--- src/rtl/call_stack_unit.sv ---
// Hardware return/data stack for the 8-bit RISC core: call/ret/push/pop with
// interrupt entry, a one-deep pending-interrupt latch and sticky error flags.
module call_stack_unit #(
    parameter int             DW      = 8,
    parameter int             DEPTH   = 8,
    parameter logic [DW-1:0]  IRQ_VEC = DW'(8'hF0),
    localparam int            AW      = $clog2(DEPTH)
) (
    input  logic          clk,
    input  logic          rst,
    input  logic          eint,
    input  logic          call,
    input  logic          ret,
    input  logic          push,
    input  logic          pop,
    input  logic          clr_err,
    input  logic [DW-1:0] pc_in,
    input  logic [DW-1:0] target,
    input  logic [DW-1:0] data_in,
    output logic [DW-1:0] pc_out,
    output logic          pc_load,
    output logic [DW-1:0] data_out,
    output logic [DW-1:0] top,
    output logic [DW-1:0] lnk,
    output logic [AW:0]   count,
    output logic          full,
    output logic          empty,
    output logic          ovf,
    output logic          unf,
    output logic          in_isr
);

    logic [DW-1:0] mem [DEPTH];
    logic          pend;
    logic [AW:0]   isr_depth;

    logic          irq_req, irq_take, op_en, pp_en;
    logic          do_call, do_ret, do_push, do_pop, do_repl;
    logic          ovf_set, unf_set, wr_en;
    logic [AW-1:0] top_idx, wr_idx;
    logic [DW-1:0] wr_data;

    assign full    = (count == (AW+1)'(DEPTH));
    assign empty   = (count == '0);
    assign top_idx = AW'(count - 1'b1);
    assign top     = empty ? '0 : mem[top_idx];

    // An interrupt that cannot be entered (already in ISR, or stack full) only
    // latches pend; the lower-priority op still runs so a full stack can drain.
    always_comb begin
        irq_req  = eint | pend;
        irq_take = irq_req & ~in_isr & ~full;
        op_en    = ~irq_take;
        do_call  = op_en & call;
        do_ret   = op_en & ~call & ret;
        pp_en    = op_en & ~call & ~ret;
        do_repl  = pp_en & push & pop & ~empty;
        do_push  = pp_en & push & ~(pop & ~empty);
        do_pop   = pp_en & pop & ~push;
        ovf_set  = (irq_req & ~in_isr & full) | (do_call & full) | (do_push & full);
        unf_set  = (do_ret & empty) | (do_pop & empty);
        wr_en    = ((irq_take | do_call | do_push) & ~full) | do_repl;
        wr_idx   = do_repl ? top_idx : AW'(count);
        wr_data  = (irq_take | do_call) ? pc_in : data_in;
    end

    always_ff @(posedge clk) begin
        if (wr_en)
            mem[wr_idx] <= wr_data;
    end

    always_ff @(posedge clk or posedge rst) begin
        if (rst) begin
            pc_out    <= '0;
            pc_load   <= 1'b0;
            data_out  <= '0;
            lnk       <= '0;
            count     <= '0;
            ovf       <= 1'b0;
            unf       <= 1'b0;
            in_isr    <= 1'b0;
            pend      <= 1'b0;
            isr_depth <= '0;
        end else begin
            pc_load <= 1'b0;
            if (irq_req)
                pend <= ~irq_take;
            if (irq_take) begin
                count     <= count + 1'b1;
                pc_out    <= IRQ_VEC;
                pc_load   <= 1'b1;
                lnk       <= pc_in;
                in_isr    <= 1'b1;
                isr_depth <= count;
            end
            if (do_call && !full) begin
                count   <= count + 1'b1;
                pc_out  <= target;
                pc_load <= 1'b1;
                lnk     <= pc_in;
            end
            if (do_ret && !empty) begin
                pc_out  <= top;
                pc_load <= 1'b1;
                count   <= count - 1'b1;
                if (in_isr && count == isr_depth + 1'b1)
                    in_isr <= 1'b0;
            end
            if (do_push && !full)
                count <= count + 1'b1;
            if (do_repl)
                data_out <= top;
            if (do_pop && !empty) begin
                data_out <= top;
                count    <= count - 1'b1;
            end
            ovf <= ovf_set | (ovf & ~clr_err);
            unf <= unf_set | (unf & ~clr_err);
        end
    end

endmodule

--- config.mk ---
export PLATFORM = sky130hd
export DESIGN_NAME = call_stack_unit
export DESIGN_NICKNAME = d
export VERILOG_FILES = /design/src/rtl/call_stack_unit.sv
export SDC_FILE = /design/constraint.sdc
export NUM_CORES = 1
export LEC_CHECK = 0
export ABC_AREA = 1
export BUFFER_PORTS_ARGS = -buffer_cell sky130_fd_sc_hd__buf_2
export CAP_MARGIN = 30
export CORE_MARGIN = 2
export CORE_UTILIZATION = 50
export CTS_CLUSTER_SIZE = 24
export DETAILED_ROUTE_END_ITERATION = 16
export PLACE_DENSITY_LB_ADDON = 0.2
export SKIP_LAST_GASP = 1
export SYNTH_ARGS = -nofsm -noshare
export SYNTH_HDL_FRONTEND = slang
export SYNTH_SLANG_ARGS = --single-unit
--- constraint.sdc ---
create_clock -name clk -period 6.7 [get_ports clk]
set_input_delay 1.005 -clock clk [delete_from_list [all_inputs] [get_ports clk]]
set_output_delay 1.005 -clock clk [all_outputs]
set_load 0.05 [all_outputs]
==> metrics.cfg <==
[run_status]
outcome = finished, final reports clean

[global_route]
grt_pass1_vias = 3286
grt_remaining_overflow = 0
grt_pass1_wl_um = 17180
antenna_found_initial = 0
grt_max_degree = 41
grt_usage_pct = 21.78

[critical_path]
slowest_delay_ps = 960
endpoint_kind = primary output
arrival_ps = 4060
critPathRequiredTime_ps = 5690
crit_chain = buf_4, inv_1, ha_1, inv_1, nor2_1, o21ai_0, nand2_1, nand2_1, a21oi_1, buf_2
r2r_start = count[0]
regToRegEndpoint = mem[5][7]
critical-path-slowest-cell = ha_1
start_kind = register
path_buf_inv = 4
rrSetupSlack_ps = 2860
r2r_cells = 11
crit_family = buffers and inverters
cp_max_fo = 40
crit_type = reg2out

[clock_tree]
ctsResizeCount = 0
cts_root_buf = clkbuf_8
cts_buffers = 9
insertion_delay_ps = 360
clkSlewWorstSetupHoldPaths_ps = 100
ctsHoldBuffers = 0
clock_path_buffers = 2
cts_tree = done
cts_sinks = 101
cts_setup_buffers = 0
cts_max_level = 3

[die]
coreArea_mm2 = 0.009153
pin_count = 74
rows = 35
initial_core_util_pct = 51.24
dieArea_mm2 = 0.01017
die_h_um = 100.8
die_w_um = 100.8

[synthesis]
syn_area_per_cell_um2 = 9.669
syn-num-nets = 521
synthDistinctLibCells = 36
seq_area_frac_synth_pct = 60.73
ys_ff_latch = 101
yosys_warnings = 0
syn_inst = 485
synth_area_mm2 = 0.004689

[sta]
worst_pin_slew_ps = 1052
finalHoldViolCount = 0
max_slew_margin_pct = 29.81
fin_crit_sh_pct = 75.65
timing.final.setup_violations = 0
grt_setup_unrepaired = no
clock.fmax_mhz = 197.3
finClkSkew_ps = 16.20
setup_tns_ps = 0
fin_ws_ps = 1631
fin_crit_ps = 5069
slew_viol_final = 0

[placed_design]
hpwl_um = 7877
port_buffers = 73
place_ws_ps = 2055
dp_cells = 653
gp_congestion = 0.9269

[final_layout]
syn2layout_area_growth_pct = 13.29
ff_latch_area_mm2 = 0.002848
fillCellCount = 812
multiInputGateArea_mm2 = 0.001644
diodes = 0
fin_util_pct = 58.05
nets = 589
final_cell_count_no_fill = 669
drive_above_1_share_pct = 21.33

[min_path]
hold_class = reg2reg
min_delay_worst_endpoint = data_out[5]
hold_start = data_out[5]
whs_path_depth = 2

[routing]
drt_first_pass_iters = 5
viasPerCell = 5.220
vias = 3492
drt_iter0_drc = 264
final_antenna_net_count = 0
post-route-drc-count = 0
totalWireLength_um = 10630
wl_per_cell_um = 15.89

[job]
cap_violations = 0

## final cells by class
class	instances	area share, %
clock buffers	9	2.332
clock inverters	7	1.625
inverters	24	1.719
multi-input cells	342	30.95
flip-flops and latches	101	53.60
well taps	111	2.614
repair buffers	75	7.160
## sequential cells by signal, indices dropped and copies added (netlist names)
register	flops
mem	64
data_out	8
lnk	8
pc_out	8
count	4
isr_depth	4
in_isr	1
ovf	1
pc_load	1
pend	1
unf	1
## per-layer routing
layer,vias to the layer above,track usage [%],part of all wire [%]
li1,1739,-,-
met1,1635,33.07,49
met2,106,32.97,44
met3,12,2.913,5.4
met4,0,6.112,1.1
met5,-,0,0
## through the flow
step	instance area (um^2)	hold WS, ps
after global placement	5102	457.6
after CTS	5313	483.7
after global routing	5313	503.6
after detailed placement	5102	459.5
after floorplan	4690	473.4
final	5313	480.4
## tightest hold or removal path, delay by kind of cell, from the launching register on
kind	cells	cell delay (ps)
flops	1	350
simple gates	2	100
## kinds of logic after synthesis
group,count (synthesis),synth area share [%]
AO/OA/AOI/OAI,65,7.791
XOR/XNOR,10,2.028
adder cells (fa/ha/maj),4,1.067
buffers and inverters,42,4.215
flip-flops,101,60.73
AND/OR/NAND/NOR,263,24.17
## synthesized netlist by cell type
cell | n | area share (%)
nand3_2 | 1 | 0.21
a21oi_2 | 1 | 0.19
nand4_1 | 1 | 0.13
nand4_4 | 1 | 0.45
ha_1 | 4 | 1.1
buf_6 | 2 | 0.48
o31ai_1 | 3 | 0.48
nand2_2 | 7 | 0.93
o21ai_1 | 2 | 0.21
nor3_4 | 1 | 0.35
nor2_8 | 1 | 0.43
buf_2 | 10 | 1.1
nand2_1 | 149 | 12
edfxtp_1 | 64 | 41
nand3_1 | 13 | 1.4
clkinv_2 | 1 | 0.11
xnor2_1 | 5 | 0.93
xor2_1 | 4 | 0.75
o22ai_1 | 4 | 0.53
nor2_4 | 1 | 0.24
inv_1 | 17 | 1.4
dfrtp_1 | 37 | 20
nand4_2 | 1 | 0.27
o21ai_0 | 42 | 4.5
nor2_1 | 77 | 6.2
buf_4 | 3 | 0.48
clkbuf_1 | 3 | 0.24
inv_2 | 6 | 0.48
o211ai_1 | 5 | 0.80
nor2_2 | 3 | 0.40
nor3_1 | 4 | 0.43
a21oi_1 | 5 | 0.53
xnor2_2 | 1 | 0.35
o2111ai_1 | 3 | 0.56
nand3_4 | 1 | 0.37
nand2_4 | 2 | 0.48
## how the worst max path moves through the flow
stage | start | endpoint | slack (ps) | cells past startpoint
2_1_floorplan | count[0] | top[0] | 2940 | 11
3_3_place_gp | count[0] | top[3] | 2240 | 10
3_5_place_dp | count[0] | top[0] | 2060 | 10
4_1_cts | count[0] | top[0] | 1650 | 10
5_1_grt | count[0] | top[0] | 1230 | 10
6_report | count[0] | top[0] | 1630 | 10
## cells in the final DEF (no fill, tap or decap), drive strengths merged
cell	instances
o2111ai	3
clkinv	5
xor2	4
o21ai	44
nand2	158
nor3	5
xnor2	6
a21oi	6
inv	26
edfxtp	64
ha	4
nand4	3
o22ai	4
clkbuf	9
dfrtp	37
o211ai	5
nand3	15
o31ai	3
nor2	82
buf	75
Power is not shown: default switching activity piles up to over one toggle a cycle in this logic, so the estimate is an artifact.
